[config.mk]
export PLATFORM = sky130hd
export DESIGN_NAME = cache_coherence_port
export DESIGN_NICKNAME = d
export VERILOG_FILES = /design/src/rtl/cache_coherence_port_pkg.sv /design/src/rtl/coherence_msg_fifo.sv /design/src/rtl/cache_coherence_port.sv
export SDC_FILE = /design/constraint.sdc
export NUM_CORES = 1
export LEC_CHECK = 0
export ABC_AREA = 1
export CORE_ASPECT_RATIO = 1.1
export CORE_MARGIN = 2
export CORE_UTILIZATION = 47
export DETAILED_ROUTE_END_ITERATION = 10
export PLACE_DENSITY = 0.8
export SYNTH_ARGS = -nofsm -noshare
export SYNTH_HDL_FRONTEND = slang
export SYNTH_SLANG_ARGS = --single-unit
[constraint.sdc]
create_clock -name clock -period 3.8 [get_ports clock]
set_clock_uncertainty 0.05 [all_clocks]
set_input_delay 0.57 -clock clock [delete_from_list [all_inputs] [get_ports clock]]
set_output_delay 0.57 -clock clock [all_outputs]
set_load 0.05 [all_outputs]
[src/rtl/cache_coherence_port_pkg.sv]
// Purpose : shared field ranges, line packing and FSM encodings for the coherence port.
// Latency : n/a (types, constants and a pure helper function only).
// Backpres: n/a.
package cache_coherence_port_pkg;

  // Coherence message: {valid, block[15:0], address[15:0]}
  localparam int MSG_VLD    = 32;
  localparam int MSG_BLK_HI = 31;
  localparam int MSG_BLK_LO = 16;
  localparam int MSG_ADR_HI = 15;
  localparam int MSG_ADR_LO = 0;
  localparam int MSG_TAG_HI = 15;
  localparam int MSG_TAG_LO = 8;
  localparam int MSG_IDX_HI = 7;
  localparam int MSG_IDX_LO = 1;
  localparam int MSG_OFS    = 0;

  // Cache line as seen on the array port: {valid, tag[7:0], data[15:0]}
  localparam int LINE_VLD    = 24;
  localparam int LINE_TAG_HI = 23;
  localparam int LINE_TAG_LO = 16;
  localparam int LINE_DAT_HI = 15;
  localparam int LINE_DAT_LO = 0;

  typedef struct packed {
    logic       valid;
    logic [7:0] tag;
    logic [15:0] data;
  } line_t;

  typedef enum logic [1:0] {
    ST_IDLE  = 2'd0,
    ST_REQ   = 2'd1,
    ST_READ  = 2'd2,
    ST_WRITE = 2'd3
  } state_t;

  // A line matches a snoop only if it is valid and holds the same tag.
  function automatic logic line_hit(input logic [24:0] line, input logic [7:0] tag);
    return line[LINE_VLD] && (line[LINE_TAG_HI:LINE_TAG_LO] == tag);
  endfunction

endpackage

[src/rtl/coherence_msg_fifo.sv]
// Purpose : DEPTH x WIDTH receive buffer for incoming coherence messages.
// Latency : head visible the cycle after a push into an empty FIFO.
// Backpres: none upstream; push into full FIFO is ignored unless a pop happens the same cycle.
// Ports   : clock/reset, push+push_dat in, pop in, pop_dat (head), full, empty out.
module coherence_msg_fifo #(
  parameter int DEPTH = 2,
  parameter int WIDTH = 32
) (
  input  logic             clock,
  input  logic             reset,
  input  logic             push,
  input  logic [WIDTH-1:0] push_dat,
  input  logic             pop,
  output logic [WIDTH-1:0] pop_dat,
  output logic             full,
  output logic             empty
);

  localparam int AW    = (DEPTH > 1) ? $clog2(DEPTH) : 1;
  localparam int CNT_W = AW + 1;

  logic [WIDTH-1:0] mem [DEPTH];
  logic [AW-1:0]    wr_ptr;
  logic [AW-1:0]    rd_ptr;
  logic [CNT_W-1:0] count;
  logic             do_pop;
  logic             do_push;

  assign empty   = (count == '0);
  assign full    = (count == CNT_W'(DEPTH));
  assign do_pop  = pop && !empty;
  // A pop frees the slot this cycle, so a push into a full FIFO still lands.
  assign do_push = push && (!full || do_pop);
  assign pop_dat = mem[rd_ptr];

  // DEPTH is a power of two, so natural pointer overflow is the modulo wrap.
  always_ff @(posedge clock or posedge reset) begin
    if (reset) begin
      wr_ptr <= '0;
      rd_ptr <= '0;
      count  <= '0;
    end else begin
      if (do_push) wr_ptr <= wr_ptr + 1'b1;
      if (do_pop)  rd_ptr <= rd_ptr + 1'b1;
      case ({do_push, do_pop})
        2'b10:   count <= count + 1'b1;
        2'b01:   count <= count - 1'b1;
        default: count <= count;
      endcase
    end
  end

  always_ff @(posedge clock) begin
    if (do_push) mem[wr_ptr] <= push_dat;
  end

endmodule

[src/rtl/cache_coherence_port.sv]
// Purpose : cache-side coherence endpoint; sends local write changes, applies remote ones.
// Latency : tx 1 cycle; rx grant -> READ -> WRITE strobe on a hit.
// Backpres: array_req waits on array_grant; FIFO overflow drops and sets sticky overflow.
// Ports   : local_write_* in, cache_change out; coherence_in in; array_* handshake to the
//           cache array; snoop_busy stalls the controller; overflow is sticky until reset.
module cache_coherence_port
  import cache_coherence_port_pkg::*;
#(
  parameter int DEPTH       = 2,
  parameter bit MODE_UPDATE = 1'b1
) (
  input  logic        clock,
  input  logic        reset,
  input  logic        local_write_valid,
  input  logic [15:0] local_write_addr,
  input  logic [15:0] local_write_block,
  output logic [32:0] cache_change,
  input  logic [32:0] coherence_in,
  output logic        snoop_busy,
  output logic        array_req,
  input  logic        array_grant,
  output logic [6:0]  array_index,
  input  logic [24:0] array_rdata,
  output logic        array_we,
  output logic [24:0] array_wdata,
  output logic        overflow
);

  state_t      state_q, state_d;
  logic        pop;
  logic        full;
  logic        empty;
  logic [31:0] head;
  logic [15:0] work_blk;
  logic [7:0]  work_tag;
  logic [6:0]  work_idx;
  line_t       line_q;
  logic        unused_bits;

  // Transmit path: a registered one-cycle message per committed write.
  always_ff @(posedge clock or posedge reset) begin
    if (reset) begin
      cache_change <= '0;
    end else begin
      cache_change <= '0;
      if (local_write_valid) begin
        cache_change[MSG_VLD]                <= 1'b1;
        cache_change[MSG_BLK_HI:MSG_BLK_LO] <= local_write_block;
        cache_change[MSG_ADR_HI:MSG_ADR_LO] <= local_write_addr;
      end
    end
  end

  coherence_msg_fifo #(
    .DEPTH (DEPTH),
    .WIDTH (32)
  ) u_fifo (
    .clock    (clock),
    .reset    (reset),
    .push     (coherence_in[MSG_VLD]),
    .push_dat (coherence_in[MSG_BLK_HI:MSG_ADR_LO]),
    .pop      (pop),
    .pop_dat  (head),
    .full     (full),
    .empty    (empty)
  );

  always_ff @(posedge clock or posedge reset) begin
    if (reset) begin
      overflow <= 1'b0;
    end else if (coherence_in[MSG_VLD] && full && !pop) begin
      overflow <= 1'b1;
    end
  end

  always_ff @(posedge clock or posedge reset) begin
    if (reset) begin
      state_q  <= ST_IDLE;
      work_blk <= '0;
      work_tag <= '0;
      work_idx <= '0;
      line_q   <= '0;
    end else begin
      state_q <= state_d;
      if (pop) begin
        work_blk <= head[MSG_BLK_HI:MSG_BLK_LO];
        work_tag <= head[MSG_TAG_HI:MSG_TAG_LO];
        work_idx <= head[MSG_IDX_HI:MSG_IDX_LO];
      end
      if (state_q == ST_READ) line_q <= line_t'(array_rdata);
    end
  end

  always_comb begin
    state_d     = state_q;
    pop         = 1'b0;
    array_req   = 1'b0;
    array_index = '0;
    array_we    = 1'b0;
    array_wdata = '0;
    case (state_q)
      ST_IDLE: begin
        if (!empty) state_d = ST_REQ;
      end
      ST_REQ: begin
        // Head stays queued until the array is ours, so nothing is lost while waiting.
        array_req   = 1'b1;
        array_index = head[MSG_IDX_HI:MSG_IDX_LO];
        if (array_grant) begin
          pop     = 1'b1;
          state_d = ST_READ;
        end
      end
      ST_READ: begin
        state_d = line_hit(array_rdata, work_tag) ? ST_WRITE : ST_IDLE;
      end
      ST_WRITE: begin
        array_we                             = 1'b1;
        array_index                          = work_idx;
        array_wdata[LINE_VLD]                = MODE_UPDATE;
        array_wdata[LINE_TAG_HI:LINE_TAG_LO] = line_q.tag;
        array_wdata[LINE_DAT_HI:LINE_DAT_LO] = MODE_UPDATE ? work_blk : line_q.data;
        state_d                              = ST_IDLE;
      end
      default: state_d = ST_IDLE;
    endcase
  end

  // Both terms are registers, keeping coherence_in off any combinational path here.
  assign snoop_busy = !empty || (state_q != ST_IDLE);

  // Offset bit and the captured valid/data bits are not needed in every mode.
  assign unused_bits = ^{head[MSG_OFS], line_q.valid, line_q.data};

endmodule
==> results.yml, run 1 <==
outcome:
  status: "completed"
drt:
  drtAntennaViolNets: 0
  vias_per_cell: 4.692
  vias: 3885
  dr.pass1.iters: 4
  wl_per_cell_um: 14.21
  routed_wl_mm: 11.77
  drc: 0
  drtIter0Drc: 194
hold_path:
  hold_class: "flop to flop"
  hold_depth: 2
clock_network:
  hold_buffers: 0
  cts_made_buffers: 17
  post_cts_buffers: 0
  clk_latency_ns: 0.41
  cts_resized: 0
  cts_root_buffer: "clkbuf_16"
  cts_max_path_buffers: 2
  clkTransAtPathRegs_ns: 0.05
  cts_tree: "built"
  clock_sinks: 141
  htree_levels: 4
synth:
  yosysUniqueCellTypes: 24
  synth_area_um2: 5489
  synth.net_count: 610
  synth_largest_area_cell: "dfrtp_1"
  synth_area_leaders: "dfrtp_1 36%, edfxtp_1 34%, nand2_1 8.0%, nor2_1 5.8%, inv_1 5.6%"
  yosys_warnings: 0
  synth_top_cell_area_share_pct: 36.02
  postSynthRegisterBits: 141
  synth.yosys.seq_area_share_pct: 69.93
  synth_area_per_cell_um2: 10.64
  synth_cells: 516
floorplan:
  ios: 163
  die_w_um: 107.0
  die_h_um: 117.3
  num_rows: 41
  core_um2: 11440
  die-area_um2: 12560
  initial_core_util_pct: 47.98
timing:
  finalMaxSlewViolations: 0
  rsz0062_at_grt: "no"
  whs_ns: 0.4338
  fmax_mhz: 313.1
  setup_tns_ns: 0
  relSlewSlack_pct: 29.95
  finalHoldViolCount: 0
  setup_violations: 0
  fin_crit_sh_pct: 84.04
  worst_slew_pin_slew_ns: 1.047
  fin_crit_ns: 3.193
layout:
  fin_nets: 759
  num_antenna_cells: 0
  fill_cells: 887
  multiInputGateArea_um2: 1244
  syn2layout_area_growth_pct: 39.00
  final_cell_mix: "138 x clkdlybuf4s50_1, 117 x nand2_1, 83 x nor2_1, 81 x inv_1, 79 x dfrtp_1"
  fin_cells: 828
  final_common_cell: "clkdlybuf4s50_1"
  final_cell_area_um2: 7630
  layout-drive-gt1-share_pct: 7.080
  seq_area_um2: 3839
power:
  power.density_nw_per_um2: 733.8
  p_leak_nw: 3.487
  pwr-share-seq_pct: 40.1
  switching_share_pct: 35.24
  clkPwrFrac_pct: 28.3
  irDropWorstVdd_mv: 0.3595
  pwr-share-comb_pct: 31.6
  internal_power_mw: 3.626
  switchingPower_mw: 1.973
worst_setup_path:
  cp_num_buf_inv: 2
  arrival_ns: 2.57
  end_kind: "output pin"
  crit_cells: 4
  path_cells: "nand2_1 -> buf_4 -> nor2_1 -> clkdlybuf4s50_1"
  critical-path-top-delay-family: "buffers and inverters"
  worstPathRequired_ns: 3.18
  cp_slowest_cell: "clkdlybuf4s50_1"
  cp-start-kind: "flop"
  reg2reg_depth: 5
  path_class: "flop to output pin"
  cp_max_fo: 17
  cp_slowest_stage_delay_ns: 0.82
placed_design:
  dpl.hpwl_mm: 7.979
  place_area_um2: 7066
  io_buffer_count: 145
  placedCellCount: 796
  gp_routability_congestion: 0.7627
job:
  maxCapViolations: 0
global_routing:
  gr-total-overflow: 0
  gr-usage-all-layers_pct: 19.85
  grt_pass1_vias: 4012
  grt_start_max_net_pins: 53
  antenna_found_initial: 0
  grt_pass1_wl_mm: 19.17
## power by group through the flow
| stage | clock, mW | sequential [mW] | combinational, mW |
|---|---|---|---|
| after floorplan | 0 | 2.26 | 1.21 |
| after global placement | 0 | 2.25 | 1.71 |
| after detailed placement | 0 | 2.27 | 1.78 |
| after CTS | 1.61 | 2.25 | 1.79 |
| after global routing | 1.68 | 2.29 | 1.95 |
| final | 1.59 | 2.24 | 1.77 |
## synth_stat cells
library cell / count
nand3_2: 2
nand2_1: 117
inv_1: 82
nor2_4: 2
o21ai_0: 10
xor2_1: 2
clkbuf_1: 6
nand3_1: 3
nand3_4: 1
a31oi_1: 1
inv_2: 2
a21oi_1: 6
o21bai_1: 1
nor2_1: 85
nand2_2: 2
buf_6: 1
dfrtp_1: 79
xnor2_1: 5
o21ai_1: 7
nand4_1: 2
o31ai_1: 24
edfxtp_1: 62
buf_4: 1
buf_2: 13
## state kept, by name (all words and copies together), names as in the netlist
signal         flops
work_blk          16
line_q             8
u_fifo.count       2
u_fifo.wr_ptr      1
work_tag           8
state_q            2
overflow           1
u_fifo.rd_ptr      1
u_fifo.mem        62
work_idx           7
cache_change      33
## final timing paths
check	start	end	slack (ns)
worst max-delay path	state_q[1]$_DFFE_PP0P_	array_wdata[3]	0.61
max in group asynchronous	reset	cache_change[24]$_DFF_PP0_	2.22
min in group asynchronous	reset	line_q[21]$_DFFE_PP0P_	0.49
worst min register to register	work_blk[15]$_DFFE_PP0N_	work_blk[15]$_DFFE_PP0N_	0.43
worst min-delay path	work_blk[15]$_DFFE_PP0N_	work_blk[15]$_DFFE_PP0N_	0.43
worst max register to register	state_q[1]$_DFFE_PP0P_	u_fifo.mem[1][9]$_DFFE_PP_	1.73
## layout make-up
cell class | count | share of cell area (%)
Tap cell | 150 | 2.460
Inverter | 84 | 4.149
Clock buffer | 21 | 5.772
Timing Repair Buffer | 151 | 19.38
Clock inverter | 11 | 1.623
Sequential cell | 141 | 50.31
Multi-Input combinational cell | 270 | 16.30
## layer usage
layer	part of all wire [%]	vias to the layer above	GRT usage, %
li1	-	1911	-
met1	40	1848	23.52
met2	54	114	34.02
met3	4.5	12	5.781
met4	1.5	0	7.224
met5	0	-	0
## cell families after synthesis
family | Yosys count | share of synthesized area, %
AND/OR/NAND/NOR | 214 | 15.64
AO/OA/AOI/OAI | 49 | 5.630
flip-flops | 141 | 69.93
buffers and inverters | 105 | 7.682
XOR/XNOR | 7 | 1.117
## through the flow
stage          setup WS, ns  power [mW]  utilization [%]
6_report             0.6065       5.599            66.70
5_1_grt              0.4010       5.918            66.70
4_1_cts              0.5525       5.655            66.70
3_5_place_dp         0.9977       4.045            61.76
3_3_place_gp          1.061       3.960            61.76
2_1_floorplan         1.133       3.473                -
## worst register-to-register path, stage by stage (launching register included)
cell     delay, ns
dfrtp_1       0.44
inv_1         0.12
nand3_4       0.07
nand3_2       0.08
nand2_1       0.13
nor2_4        0.77
(Power assumes the default switching activity.)
==> run 2, diff against run 1 <==
- clock period: 3.8 -> 3 ns (I/O delays scaled with it)
==> results.yml, run 2 (synthesis results as in run 1) <==
drt:
  vias: 3880
  drc: 0
  dr.pass1.iters: 4
  drtAntennaViolNets: 0
  drtIter0Drc: 149
  vias_per_cell: 4.675
  wl_per_cell_um: 14.41
  routed_wl_mm: 11.96
worst_setup_path:
  arrival_ns: 2.08
  worstPathRequired_ns: 2.50
  reg2reg_slack_ns: 1.11
  path_class: "flop to output pin"
  end_kind: "output pin"
  cp-start-kind: "flop"
  cp_max_fo: 20
clock_network:
  clkTransAtPathRegs_ns: 0.06
  cts_made_buffers: 17
  clock_sinks: 141
  cts_max_path_buffers: 2
  cts_root_buffer: "clkbuf_16"
  cts_resized: 0
  cts_tree: "built"
  htree_levels: 4
  hold_buffers: 0
  post_cts_buffers: 0
  clk_latency_ns: 0.40
power:
  power_mw: 7.192
  p_leak_nw: 3.574
  irDropWorstVdd_mv: 0.4920
  power.density_nw_per_um2: 940.8
timing:
  relSlewSlack_pct: 52.95
  finalHoldViolCount: 0
  worst_slew_pin_slew_ns: 0.7041
  worst_slack_ns: 0.4220
  finalMaxSlewViolations: 0
  fmax_mhz: 387.9
  rsz0062_at_grt: "no"
  fin_crit_ns: 2.578
  setup_violations: 0
  setup_tns_ns: 0
  fin_crit_sh_pct: 85.93
global_routing:
  grt_pass1_wl_mm: 19.20
  grt_start_max_net_pins: 53
  gr-total-overflow: 0
  grt_pass1_vias: 4086
  gr-usage-all-layers_pct: 19.92
  antenna_found_initial: 0
layout:
  top_regs: "u_fifo.mem x62, cache_change x33, work_blk x16"
  layout-drive-gt1-share_pct: 11.76
  top_register: "u_fifo.mem"
  final_cell_mix: "117 x nand2_1, 112 x clkdlybuf4s50_1, 83 x nor2_1, 81 x inv_1, 79 x dfrtp_1"
  num_antenna_cells: 0
  largest_reg_flops: 62
  final_cell_area_um2: 7645
  final_util_pct: 66.83
  fill_cells: 812
  seq_area_um2: 3839
  fin_nets: 761
  final_common_cell: "nand2_1"
  multiInputGateArea_um2: 1244
  syn2layout_area_growth_pct: 39.28
outcome:
  status: "completed"
floorplan:
  die_h_um: 117.3
  initial_core_util_pct: 47.98
  die_w_um: 107.0
  num_rows: 41
  die-area_um2: 12560
  ios: 163
  core_um2: 11440
placed_design:
  dpl.hpwl_mm: 7.896
  io_buffer_count: 145
  pre_cts_ws_ns: 0.6274
  place_area_um2: 7041
  gp_routability_congestion: 0.8513
hold_path:
  hold_class: "input pin to asynchronous set/reset pin"
job:
  maxCapViolations: 0
## run 2: cell types whose count changed in the layout (fill, tap and decap cells not counted), sizes merged
cell           previous run  this run
buf                      13        41
bufinv                    3         4
clkbuf                   21        18
clkdlybuf4s50           138       112
clkinv                    9        10
clkinvlp                  0         1
## run 2: metal layers
layer,up-vias,track usage [%],share of wire [%]
met5,-,0,0
li1,1921,-,-
met2,94,35.28,54
met4,0,8.036,2.3
met3,19,4.725,4.0
met1,1846,22.87,40
## run 2: area by class of cell
class,instances,share of cell area [%]
Clock buffer,18,5.614
Clock inverter,14,2.291
Inverter,84,4.141
Multi-Input combinational cell,270,16.27
Sequential cell,141,50.21
Tap cell,150,2.455
Timing Repair Buffer,153,19.02
## run 2: report_power, final
part	internal, mW	total [mW]	leakage [nW]	switching, mW
registers	2.57	2.80	1.55	0.232
clock network	1.38	2.12	0.294	0.741
logic	0.726	2.27	1.73	1.55
## run 2: final timing paths
kind / from / cells after the start / endpoint
setup / recovery: state_q[1]$_DFFE_PP0P_ / 4 / array_wdata[6]
hold / removal: reset / 2 / work_tag[4]$_DFFE_PP0N_
setup reg to reg: state_q[1]$_DFFE_PP0P_ / 6 / u_fifo.mem[1][4]$_DFFE_PP_
min in group clock: work_blk[15]$_DFFE_PP0N_ / 2 / work_blk[15]$_DFFE_PP0N_
hold reg to reg: work_blk[15]$_DFFE_PP0N_ / 2 / work_blk[15]$_DFFE_PP0N_
max in group asynchronous: reset / 3 / work_blk[8]$_DFFE_PP0N_
## run 2: metrics by stage
step                      hold slack, ns  cells
after detailed placement          0.4196    798
after floorplan                   0.4017    516
after global routing              0.4485    830
final                             0.3941    830
after global placement            0.4168    798
after CTS                         0.4122    830
## run 2: critical path: stages, from the launching register on
cell     delay [ns]
dfrtp_1        0.46
nand2_1        0.46
buf_4          0.38
nor2_1         0.14
buf_4          0.22
==> edit 1, RTL diff (flow settings as in run 2) <==
Reset style: synchronous (`reset`), changed in 4 clocked blocks.
--- a/src/rtl/coherence_msg_fifo.sv
+++ b/src/rtl/coherence_msg_fifo.sv
@@ -34,7 +34,7 @@
   assign pop_dat = mem[rd_ptr];
 
   // DEPTH is a power of two, so natural pointer overflow is the modulo wrap.
-  always_ff @(posedge clock or posedge reset) begin
+  always_ff @(posedge clock) begin
     if (reset) begin
       wr_ptr <= '0;
       rd_ptr <= '0;
--- a/src/rtl/cache_coherence_port.sv
+++ b/src/rtl/cache_coherence_port.sv
@@ -38,7 +38,7 @@
   logic        unused_bits;
 
   // Transmit path: a registered one-cycle message per committed write.
-  always_ff @(posedge clock or posedge reset) begin
+  always_ff @(posedge clock) begin
     if (reset) begin
       cache_change <= '0;
     end else begin
@@ -65,7 +65,7 @@
     .empty    (empty)
   );
 
-  always_ff @(posedge clock or posedge reset) begin
+  always_ff @(posedge clock) begin
     if (reset) begin
       overflow <= 1'b0;
     end else if (coherence_in[MSG_VLD] && full && !pop) begin
@@ -73,7 +73,7 @@
     end
   end
 
-  always_ff @(posedge clock or posedge reset) begin
+  always_ff @(posedge clock) begin
     if (reset) begin
       state_q  <= ST_IDLE;
       work_blk <= '0;
Function: differs if reset is asserted again (counterexample within 4 cycles, from zero or initial values and one cycle with reset high); with reset held inactive, the same outputs for 10 cycles.
==> edit 1 against run 2 <==
  * Setup slack lost 10 ps
  * Sequential cell count grew 1
  * Die area shrank 3.1%
  * Critical path depth is the same
  * Design area shrank 1.2%
  * Wire length shrank 3.2%
  * Synthesized area shrank 3.2%
  * Critical path type unchanged
  * Largest cell class unchanged
Power is not compared: it rests on default switching activity, and its combinational part moved more than twofold at a synthesized area within 25%.
==> edit 1: results (changes against run 2) <==
status: completed
r2r startpoint: state_q[0]
GPL Wtd Cong: 0.7740 (-9.1%)
HP Class: flip-flop to flip-flop
Syn Nets: 618 (+1.3%)
Worst Tran Pin Value: 640.9 ps (-63.24 ps)
fraction of layout cells with a size suffix above 1: 0.1385 (+0.02084)
max incr delay on CP: 480 ps (+20 ps)
vias in the first global route: 3,973 (-2.8%)
critical-path maximum fanout: 15 (-25%)
final WL: 11,590 um (-3.2%)
Worst path slowest cell: dfxtp_1
r2r worst-path depth: 7 (+1)
CP endpoint: array_index[0]
Most used DFF post-synth: dfxtp_1
largest net degree at the start of global routing: 59 (+11%)
commonest cells in the netlist: 111 x inv_1, 89 x nor2_1, 80 x dfxtp_1
Final #Nets: 767 (+0.79%)
post-synthesis async set-or-reset flop share: 0 (-0.5603)
total CTS buffers: 17 (unchanged)
delay-heaviest family, CP: buffers and inverters
crit path launch: state_q[1]
global-route wire length before repair: 18,590 um (-3.2%)
DRT iter0 DRCs: 165 (+11%)
RR Endpoint: u_fifo.mem[0][2]
FILL cells: 770 (-5.2%)
worst vdd ir: 0.4526 mV
Synth area leaders: edfxtp_1 35%, dfxtp_1 30%, inv_1 7.8%
Distinct cells, synth: 29 (+21%)
Seq/Total Area, Yosys: 0.6519 (-0.04743)
Detailed Routing Iterations Pass 1: 5 (+1)
## edit 1: cell types whose count changed in the layout (fill, tap and decap cells not counted), sizes merged, moves of 4 or more
cell and change:
inv +32, nand2 -85, o22ai +7, dfrtp -79, a21oi +18, o21ai +6, a211oi +38, o31ai -24
mux2 +5, nand3 +4, bufinv -4, dfxtp +80, clkbuf +7
## edit 1: logic make-up after synthesis
kind of cell,after synthesis,share of synthesized area
AO/OA/AOI/OAI,94,0.1173
XOR/XNOR,6,0.009892
buffers and inverters,140,0.1048
flip-flops,142,0.6519
multiplexers,5,0.01060
AND/OR/NAND/NOR,137,0.1055
## edit 1: routing by layer
layer,vias up,global-route usage,wire (um)
li1,1980,-,-
met1,1814,0.2117,4628
met2,144,0.3510,5859
met3,4,0.08774,1052
met4,0,0.06933,46
met5,-,0,0
## edit 1: cell type report
class	count	area, sq um	share of cell area
Inverter	115	431.7	0.05713
Multi-Input combinational cell	242	1308	0.1730
Sequential cell	142	3465	0.4585
Clock inverter	7	47.55	0.006292
Clock buffer	25	539.3	0.07137
Tap cell	147	183.9	0.02434
Timing Repair Buffer	155	1582	0.2093
## edit 1: where the power goes
| group | internal [uW] | total [uW] | switching (uW) |
|---|---|---|---|
| Sequential | 2180 | 2230 | 54.8 |
| Combinational | 330 | 815 | 484 |
| Clock | 1250 | 2000 | 753 |
| Total | 3760 | 5050 | 1290 |
## edit 1: metrics by stage
step / instance area (sq um) / power [uW] / worst slack (ps) / cells / hold slack (ps)
floorplan: 5313 / 2759 / 215.5 / 524 / 379.8
global placement: 6969 / 3059 / 769.6 / 801 / 389.0
detailed placement: 6969 / 3089 / 760.5 / 801 / 395.7
CTS: 7556 / 5092 / 361.5 / 833 / 406.0
global route: 7556 / 5258 / 227.9 / 833 / 431.2
finish: 7556 / 5051 / 411.5 / 833 / 402.3
==> edit 2, RTL diff (flow settings as in run 2) <==
Made on the original files. Change the parameter `MODE_UPDATE` from 1'b1 to 1'b0.
--- a/src/rtl/cache_coherence_port.sv
+++ b/src/rtl/cache_coherence_port.sv
@@ -7,7 +7,7 @@
   import cache_coherence_port_pkg::*;
 #(
   parameter int DEPTH       = 2,
-  parameter bit MODE_UPDATE = 1'b1
+  parameter bit MODE_UPDATE = 1'b0
 ) (
   input  logic        clock,
   input  logic        reset,
Behaviour: not the same (Yosys sat finds a counterexample within 10 cycles, from zero or initial values and one cycle with reset high).
==> edit 2 against run 2 <==
  * Clock power is 60% lower
  * Sequential cell count down 32
  * Design area shrank 21%
  * Power down 31%
  * Synthesized area decreased by 22%
  * Combinational power down 13%
  * Setup slack got worse by 240 ps
  * Synthesized cell count decreased by 15%
  * Worst hold slack improved by 22 ps
  * Wire length is 25% lower
  * Critical path type unchanged
  * Largest cell class unchanged
  * Largest power group unchanged
==> edit 2: results (changes against run 2) <==
internal power: 3017 uW (-35%)
Distinct cells, synth: 25 (+4.2%)
met1 wire length: 3643 um (-23%)
fin crit period: 2818 ps (+240.4 ps)
Top Registers: cache_change: 33 flops, u_fifo.mem: 30 flops, line_q: 24 flops
r2r worst-path depth: 8 (+2)
post-synthesis async set-or-reset flop share: 0.7248 (+0.1645)
GR met3 Demand/Resource: 0.03261 (-0.01464)
met1 GRT Util: 0.2135 (-0.01523)
WL met3: 406 um (-15%)
Seq/Total Area, Yosys: 0.6690 (-0.03035)
Syn Nets: 533 (-13%)
GR Util met2: 0.3330 (-0.01985)
P_comb: 1970 uW (-13%)
global-route wire length before repair: 14,570 um (-24%)
critical-path maximum fanout: 14 (-30%)
FILL cells: 687 (-15%)
Clock H-tree levels: 3 (-1)
clock-pin slew on the worst setup and hold paths: 90 ps (+30 ps)
commonest cells in the netlist: 97 x nand2_1, 79 x dfrtp_1, 79 x inv_1
total CTS buffers: 9 (-8)
largest net degree at the start of global routing: 46 (-13%)
share of power burned in registers: 0.432 (+0.042)
dpl cell area: 0.005854 sq mm (-17%)
PortBufs: 144 (-0.69%)
status: completed
Routed WL per cell: 12.84 um (-11%)
via count: 3,180 (-18%)
Synth area leaders: dfrtp_1 46%, edfxtp_1 21%, nand2_1 8.5%
reg-to-reg setup timing slack: 1000 ps (-110 ps)
Max clock buf depth: 2 (unchanged)
Routed met2 length: 4668 um (-28%)
Final #Nets: 679 (-11%)
total track usage: 0.1891 (-0.01003)
Layout Cells excl Fill: 703 (-15%)
Post-Syn Instances: 438 (-15%)
worst vdd ir: 0.4645 mV (-5.6%)
hpwl dp: 6858 um (-13%)
Ys Warns: 0 (unchanged)
GPL Wtd Cong: 0.8162 (-4.1%)
clk_lat worst skew: 360 ps (-40 ps)
fraction of layout cells with a size suffix above 1: 0.06452 (-0.05313)
DRT iter0 DRCs: 121 (-19%)
Static Leak: 0.002966 uW (-17%)
pre-CTS setup slack: 539.8 ps (-87.61 ps)
cell count after placement: 687 (-14%)
Worst slew margin: 0.5831 (+0.05365)
CP endpoint: array_wdata[23]
Hold WS: 416.6 ps (+22.45 ps)
EDFF count, synth: 30 (-52%)
vias in the first global route: 3,139 (-23%)
RR Endpoint: u_fifo.count[1]
CP arrival: 2320 ps (+240 ps)
edit 2: critical path, stage by stage, from the launching register on:
cell and delay, ps:
dfrtp_1 430, nand2_1 300, buf_4 300, nor2_1 110
clkdlybuf4s50_1 820
edit 2: area by class of cell:
type	instances	area [sq um]	area share
timing repair buffer	152	1494	0.2472
clock buffer	10	127.6	0.02112
clock inverter	6	61.31	0.01014
sequential	109	2878	0.4762
multi-input combinational	232	1039	0.1718
inverter	80	301.5	0.04990
tap	114	142.6	0.02360
edit 2: cells by family after synthesis:
group / Yosys count / share of synthesized area
multiplexers: 1 / 0.003489
XOR/XNOR: 8 / 0.01629
other: 1 / 0.0008718
AO/OA/AOI/OAI: 50 / 0.06428
AND/OR/NAND/NOR: 171 / 0.1536
adder cells (fa/ha/maj): 1 / 0.002908
buffers and inverters: 97 / 0.08958
flip-flops: 109 / 0.6690
